`config.mk`:
```
export PLATFORM = sky130hd
export DESIGN_NAME = affine_subblock_mv_gen
export DESIGN_NICKNAME = d
export VERILOG_FILES = /design/src/rtl/affine_pkg.sv /design/src/rtl/affine_mv_eval.sv /design/src/rtl/affine_subblock_mv_gen.sv
export SDC_FILE = /design/constraint.sdc
export NUM_CORES = 1
export LEC_CHECK = 0
export BUFFER_PORTS_ARGS = -buffer_cell sky130_fd_sc_hd__buf_2
export CORE_ASPECT_RATIO = 0.5
export CORE_MARGIN = 2
export CORE_UTILIZATION = 35
export CTS_CLUSTER_SIZE = 30
export DETAILED_ROUTE_END_ITERATION = 6
export GPL_TIMING_DRIVEN = 0
export SYNTH_ARGS = -nofsm -noshare
export SYNTH_HDL_FRONTEND = slang
export SYNTH_SLANG_ARGS = --single-unit
```
`constraint.sdc`:
```
create_clock -name clk -period 25.9 [get_ports clk]
set_input_delay 2.59 -clock clk [delete_from_list [all_inputs] [get_ports clk]]
set_output_delay 2.59 -clock clk [all_outputs]
set_load 0.05 [all_outputs]
```
`src/rtl/affine_pkg.sv`:
```
// Shared state encoding, default geometry and arithmetic helpers for the
// affine sub-block motion-vector generator.
package affine_pkg;

  localparam int SB_LOG2_DEF  = 2;
  localparam int MAX_LOG2_DEF = 5;

  localparam logic [1:0] ST_IDLE  = 2'd0;
  localparam logic [1:0] ST_RUN   = 2'd1;
  localparam logic [1:0] ST_DRAIN = 2'd2;

  function automatic logic signed [31:0] sat(input logic signed [31:0] value,
                                             input int width);
    logic signed [31:0] hi;
    logic signed [31:0] lo;
    hi = (32'sd1 <<< (width - 1)) - 32'sd1;
    lo = -(32'sd1 <<< (width - 1));
    if (value > hi) return hi;
    if (value < lo) return lo;
    return value;
  endfunction

  // Round half up, then floor via arithmetic shift; s is always >= 1 here.
  function automatic logic signed [31:0] rnd_shift(input logic signed [31:0] v,
                                                   input int s);
    return (v + (32'sd1 <<< (s - 1))) >>> s;
  endfunction

endpackage

```
`src/rtl/affine_mv_eval.sv`:
```
// Combinational evaluation of one 4x4 sub-block MV from the captured
// control-point MVs, clamped block size and sub-block column/row.
module affine_mv_eval
  import affine_pkg::*;
#(
  parameter int WIDTH    = 8,
  parameter int MAX_LOG2 = MAX_LOG2_DEF,
  parameter int SB_LOG2  = SB_LOG2_DEF,
  parameter int LW       = $clog2(MAX_LOG2 + 1),
  parameter int IW       = (MAX_LOG2 - SB_LOG2 < 1) ? 1 : MAX_LOG2 - SB_LOG2
) (
  input  logic                    mode6,
  input  logic [LW-1:0]           log2_w,
  input  logic [LW-1:0]           log2_h,
  input  logic signed [WIDTH-1:0] mv0_h,
  input  logic signed [WIDTH-1:0] mv0_v,
  input  logic signed [WIDTH-1:0] mv1_h,
  input  logic signed [WIDTH-1:0] mv1_v,
  input  logic signed [WIDTH-1:0] mv2_h,
  input  logic signed [WIDTH-1:0] mv2_v,
  input  logic [IW-1:0]           sx,
  input  logic [IW-1:0]           sy,
  output logic signed [WIDTH-1:0] mv_h,
  output logic signed [WIDTH-1:0] mv_v
);

  localparam int PW = WIDTH + MAX_LOG2 + 3;
  localparam int SW = PW + 2;
  localparam int CW = MAX_LOG2 + 1;
  localparam logic [SB_LOG2-1:0] HALF_SB = SB_LOG2'(1 << (SB_LOG2 - 1));

  logic signed [WIDTH:0] dhx, dhy, dvx, dvy;
  logic [LW-1:0]         ly;
  logic [CW-1:0]         xc, yc;
  logic signed [PW-1:0]  p_hx, p_vx, p_hy, p_vy;
  logic signed [SW-1:0]  sum_h, sum_v;

  always_comb begin
    dhx = (WIDTH+1)'(mv1_h) - (WIDTH+1)'(mv0_h);
    dhy = (WIDTH+1)'(mv1_v) - (WIDTH+1)'(mv0_v);
    // The 4-parameter model is a rotation/zoom: the vertical gradient is the
    // horizontal one turned by 90 degrees and scales with the block width.
    if (mode6) begin
      dvx = (WIDTH+1)'(mv2_h) - (WIDTH+1)'(mv0_h);
      dvy = (WIDTH+1)'(mv2_v) - (WIDTH+1)'(mv0_v);
      ly  = log2_h;
    end else begin
      dvx = -dhy;
      dvy = dhx;
      ly  = log2_w;
    end
    xc = CW'({sx, HALF_SB});
    yc = CW'({sy, HALF_SB});

    p_hx = PW'(dhx) * PW'($signed({1'b0, xc}));
    p_vx = PW'(dvx) * PW'($signed({1'b0, yc}));
    p_hy = PW'(dhy) * PW'($signed({1'b0, xc}));
    p_vy = PW'(dvy) * PW'($signed({1'b0, yc}));

    sum_h = SW'(mv0_h) + SW'(rnd_shift(32'(p_hx), int'(log2_w)))
                       + SW'(rnd_shift(32'(p_vx), int'(ly)));
    sum_v = SW'(mv0_v) + SW'(rnd_shift(32'(p_hy), int'(log2_w)))
                       + SW'(rnd_shift(32'(p_vy), int'(ly)));

    mv_h = WIDTH'(sat(32'(sum_h), WIDTH));
    mv_v = WIDTH'(sat(32'(sum_v), WIDTH));
  end

endmodule

```
`src/rtl/affine_subblock_mv_gen.sv`:
```
// Accepts one affine block descriptor, then streams one saturated MV per
// 4x4 sub-block in raster order with valid/ready flow control.
module affine_subblock_mv_gen
  import affine_pkg::*;
#(
  parameter int WIDTH    = 8,
  parameter int MAX_LOG2 = MAX_LOG2_DEF,
  parameter int SB_LOG2  = SB_LOG2_DEF,
  parameter int LW       = $clog2(MAX_LOG2 + 1),
  parameter int IW       = (MAX_LOG2 - SB_LOG2 < 1) ? 1 : MAX_LOG2 - SB_LOG2
) (
  input  logic                    clk,
  input  logic                    rst,
  input  logic                    in_valid,
  output logic                    in_ready,
  input  logic                    in_mode6,
  input  logic [LW-1:0]           in_log2_w,
  input  logic [LW-1:0]           in_log2_h,
  input  logic signed [WIDTH-1:0] in_mv0_h,
  input  logic signed [WIDTH-1:0] in_mv0_v,
  input  logic signed [WIDTH-1:0] in_mv1_h,
  input  logic signed [WIDTH-1:0] in_mv1_v,
  input  logic signed [WIDTH-1:0] in_mv2_h,
  input  logic signed [WIDTH-1:0] in_mv2_v,
  output logic                    out_valid,
  input  logic                    out_ready,
  output logic signed [WIDTH-1:0] out_mv_h,
  output logic signed [WIDTH-1:0] out_mv_v,
  output logic [IW-1:0]           out_sb_x,
  output logic [IW-1:0]           out_sb_y,
  output logic                    out_last
);

  logic [1:0]              state_r;
  logic                    mode6_p0;
  logic [LW-1:0]           lw_p0, lh_p0;
  logic signed [WIDTH-1:0] mv0_h_p0, mv0_v_p0, mv1_h_p0, mv1_v_p0, mv2_h_p0, mv2_v_p0;
  logic [IW-1:0]           sx_p0, sy_p0;
  logic [IW-1:0]           sx_max, sy_max;
  logic signed [WIDTH-1:0] eval_mv_h, eval_mv_v;
  logic                    load, last_sb;

  function automatic logic [LW-1:0] clamp_log2(input logic [LW-1:0] l);
    if (l < LW'(SB_LOG2))  return LW'(SB_LOG2);
    if (l > LW'(MAX_LOG2)) return LW'(MAX_LOG2);
    return l;
  endfunction

  assign in_ready = (state_r == ST_IDLE) && !rst;
  assign load     = (state_r == ST_RUN) && (!out_valid || out_ready);
  assign sx_max   = IW'((1 << (lw_p0 - LW'(SB_LOG2))) - 1);
  assign sy_max   = IW'((1 << (lh_p0 - LW'(SB_LOG2))) - 1);
  assign last_sb  = (sx_p0 == sx_max) && (sy_p0 == sy_max);

  // Stage p0: descriptor capture, held for the whole block
  always_ff @(posedge clk) begin
    if (in_valid && in_ready) begin
      mode6_p0 <= in_mode6;
      lw_p0    <= clamp_log2(in_log2_w);
      lh_p0    <= clamp_log2(in_log2_h);
      mv0_h_p0 <= in_mv0_h;
      mv0_v_p0 <= in_mv0_v;
      mv1_h_p0 <= in_mv1_h;
      mv1_v_p0 <= in_mv1_v;
      mv2_h_p0 <= in_mv2_h;
      mv2_v_p0 <= in_mv2_v;
    end
  end

  affine_mv_eval #(
    .WIDTH(WIDTH), .MAX_LOG2(MAX_LOG2), .SB_LOG2(SB_LOG2), .LW(LW), .IW(IW)
  ) u_eval (
    .mode6 (mode6_p0),
    .log2_w(lw_p0),
    .log2_h(lh_p0),
    .mv0_h (mv0_h_p0),
    .mv0_v (mv0_v_p0),
    .mv1_h (mv1_h_p0),
    .mv1_v (mv1_v_p0),
    .mv2_h (mv2_h_p0),
    .mv2_v (mv2_v_p0),
    .sx    (sx_p0),
    .sy    (sy_p0),
    .mv_h  (eval_mv_h),
    .mv_v  (eval_mv_v)
  );

  // Stage p1: sequencing and output register
  always_ff @(posedge clk) begin
    if (rst) begin
      state_r   <= ST_IDLE;
      sx_p0     <= '0;
      sy_p0     <= '0;
      out_valid <= 1'b0;
      out_mv_h  <= '0;
      out_mv_v  <= '0;
      out_sb_x  <= '0;
      out_sb_y  <= '0;
      out_last  <= 1'b0;
    end else begin
      case (state_r)
        ST_IDLE: begin
          if (in_valid && in_ready) begin
            state_r <= ST_RUN;
            sx_p0   <= '0;
            sy_p0   <= '0;
          end
        end
        ST_RUN: begin
          if (load) begin
            out_valid <= 1'b1;
            out_mv_h  <= eval_mv_h;
            out_mv_v  <= eval_mv_v;
            out_sb_x  <= sx_p0;
            out_sb_y  <= sy_p0;
            out_last  <= last_sb;
            if (last_sb) begin
              state_r <= ST_DRAIN;
              sx_p0   <= '0;
              sy_p0   <= '0;
            end else if (sx_p0 == sx_max) begin
              sx_p0 <= '0;
              sy_p0 <= sy_p0 + 1'b1;
            end else begin
              sx_p0 <= sx_p0 + 1'b1;
            end
          end
        end
        ST_DRAIN: begin
          if (out_valid && out_ready) begin
            out_valid <= 1'b0;
            state_r   <= ST_IDLE;
          end
        end
        default: state_r <= ST_IDLE;
      endcase
    end
  end

endmodule

```
==> out/results.txt <==
Final weighted congestion in routability-driven placement: 0.989
Hold buffer count at cts: 0
Number of placement rows: 59
Overall die width: 329 um
Via count of the routed design: 16400
Pin count of the biggest net entering global routing: 37
Clock tree from TritonCTS: done
Clk_skew: 11.5 ps
Number of enable-type register cells in the synthesized netlist: 55
Total iterations of the first detailed-routing run: 7
Slowest Stage Delay on Critical Path: 880 ps
I/O Buffers: 82
Number of standard cells after synthesis: 2291
Wire length of the first global-routing pass: 82.8 mm
RSZ-0062 raised after global routing: no
Worst R2R Path Depth: 50
Post-DP Area: 0.0200 mm^2
Clk sinks: 87
Clock edge transition at the registers on the reported setup and hold paths: 70 ps
Final setup violation count: 0
Type of origin of the critical path: flip-flop
Number of global-route vias before repair: 15400
Power density over the cells: 74.3 mW/mm^2
DIE HEIGHT: 167 um
Crit Path Category: reg2reg
Post-route standard cell area excluding fillers: 0.0203 mm^2
Starting density of the core: 35.5%
Share of synthesized area occupied by flip-flops and latches: 12.4%
Number of hold violations in the final report: 0
Tcrit/Tclk final: 47.7%
Setup bufs post-CTS: 0
Initial antenna violation count: 1
Root Buffer Master: clkbuf_16
Fraction of synthesis flops using an asynchronous set or reset pin: 0%
Syn_area_per_cell: 8.07 um^2
Synthesis Warnings: 0
Fraction of layout instances using a drive strength above 1: 6.37%
FMAX: 81.0 MHz
Crit path max-delay cell type: o21ai_0
Post-CTS resize count: 0
HPWL after detailed placement: 45.0 mm
Most frequent cells in the layout: inv_1, ha_1, nor2_1
Headroom to the max-slew limit: 19.4%
Remaining routing DRC violations: 0
Number of buffers between clock root and the deepest sink: 2
Via count normalized by instance count: 5.23
CP delay by family, top: compound AO/OA/AOI/OAI gates
Cell repeated most along the worst path: a21o_1
Area grow syn2layout: 9.63%
Endpoint of the worst hold path: out_sb_x[1]
Violation count after the first detailed-routing iteration: 1188
Element type at the critical path end: flip-flop
Final net count: 2865
Cell Area, Synth: 0.0185 mm^2
Slew at the pin with the worst max-slew slack: 1200 ps
Number of buffers created by CTS: 9
Dominant synthesized flop cell: edfxtp_1
Arrival time at the worst endpoint: 12610 ps
Routed WL per cell: 16.8 um
Residual overflow from global routing: 0
Antenna-violating nets left: 0
Number of max-slew violations in the final report: 0
Combined global-route utilization of all metal layers: 18.9%
H-Tree Level Count: 3
Sum of routed wire length over all layers: 52.8 mm
Largest fanout on the critical path: 10
Power Total: 1.51 mW
Min-Delay Startpoint: out_sb_x[1]
Unique cell type count in the Yosys netlist: 84
CP bufs+invs: 5
Worst hold path class: reg2reg
Hold path cells: 2
Worst VDD drop: 46.9 uV
Required time of the worst setup path: 26160 ps
Capture instance of the worst register-to-register path: out_mv_v[5]
Run status: finished, final reports clean
Sequential cell area: 0.00229 mm^2
Number of synthesized register bits: 87
Area used by multi-input combinational logic: 0.0151 mm^2
Leading cell type in the layout, fill and taps excluded: inv_1
Post-route setup TNS: 0 ps
Placeable Area: 0.0520 mm^2
Latest clock arrival within the worst-skew pair: 360 ps
Fill cell instance count of the final layout: 5399
P_leak: 9.76 nW
Flop2flop setup slack: 13550 ps
Max-Cap Viols: 0
I/O pin count: 84
Launch instance of the worst register-to-register path: mv0_h_p0[1]
Crit path time final: 12350 ps
Die area: 0.0548 mm^2
## worst reg2reg max path, delay by kind of cell (launching register included)
kind                       cells  cell delay, ps
adders and majority gates      8            3150
AOI/OAI and AO/OA             22            4930
DFF                            1             530
muxes                          2             430
xor gates and xnor gates       6            1580
and+or+nand+nor                7            1050
buffers and inverters          5             580
## flip-flops by register name, indices dropped and copies added, names as in the netlist
register / cells
out_last: 1
mode6_p0: 1
mv0_v_p0: 8
out_mv_v: 8
lh_p0: 3
sy_p0: 3
out_mv_h: 8
mv2_v_p0: 8
lw_p0: 3
mv2_h_p0: 8
sx_p0: 3
mv1_v_p0: 8
state_r: 2
out_sb_y: 3
out_valid: 1
mv1_h_p0: 8
out_sb_x: 3
mv0_h_p0: 8
## synth_stat cells (all sizes together) (56+ instances only)
| master | number | area (um^2) |
|---|---|---|
| o21ai | 151 | 767 |
| a21oi | 167 | 836 |
| xnor2 | 108 | 946 |
| and2 | 56 | 350 |
| a21o | 67 | 503 |
| xor2 | 64 | 568 |
| inv | 267 | 1000 |
| mux2i | 67 | 683 |
| nand2 | 180 | 676 |
| clkbuf | 61 | 229 |
| fa | 120 | 2400 |
| nor2 | 185 | 697 |
| ha | 256 | 3200 |
## per-layer routing
metal	track usage [%]	part of all wire, %	up-vias
met5	0	0	-
met4	4.88	2.2	0
met3	1.33	4.3	49
met2	30.0	44	346
met1	27.7	49	7831
li1	-	-	8171
## final cells by class
type	count	share of cell area, %
clock buffer	10	1.13
tap	701	4.33
antenna	1	0.0123
timing repair buffer	83	2.12
sequential	87	11.3
inverter	268	4.96
clock inverter	6	0.327
buffer	67	1.24
multi-input combinational	1914	74.6
## cell families after synthesis
family	Yosys count	synth area share, %
flip-flops	87	12.4
other	1	0.0203
multiplexers	92	5.40
XOR/XNOR	174	8.43
AO/OA/AOI/OAI	580	19.9
AND/OR/NAND/NOR	644	16.6
buffers and inverters	335	6.80
adder cells (fa/ha/maj)	378	30.4
## where the power goes
group	switching (mW)	total, mW	internal, mW
Clock	0.0625	0.138	0.0758
Combinational	0.731	1.20	0.465
Sequential	0.00993	0.171	0.161
Total	0.803	1.51	0.702
## worst max-delay path by stage
stage,start,to,slack (ps),cells past startpoint
after detailed placement,mv0_h_p0[1],out_mv_v[6],13730,50
after floorplan,mv0_h_p0[1],out_mv_v[3],15970,50
after global routing,mv0_v_p0[1],out_mv_h[2],12750,42
final,mv0_h_p0[1],out_mv_v[5],13550,50
after global placement,mv0_h_p0[1],out_mv_v[6],13850,50
after CTS,mv0_h_p0[1],out_mv_v[6],13670,50
## per-stage QoR
stage / hold WS, ps / util, % / setup slack, ps / instances
4_1_cts: 458 / 38.9 / 13670 / 3136
5_1_grt: 489 / 38.9 / 12750 / 3136
3_5_place_dp: 447 / 38.4 / 13730 / 3120
2_1_floorplan: 490 / - / 15970 / 2336
6_report: 453 / 38.9 / 13550 / 3137
3_3_place_gp: 446 / 38.3 / 13850 / 3119
No activity file was read; power rests on OpenSTA's default activity.
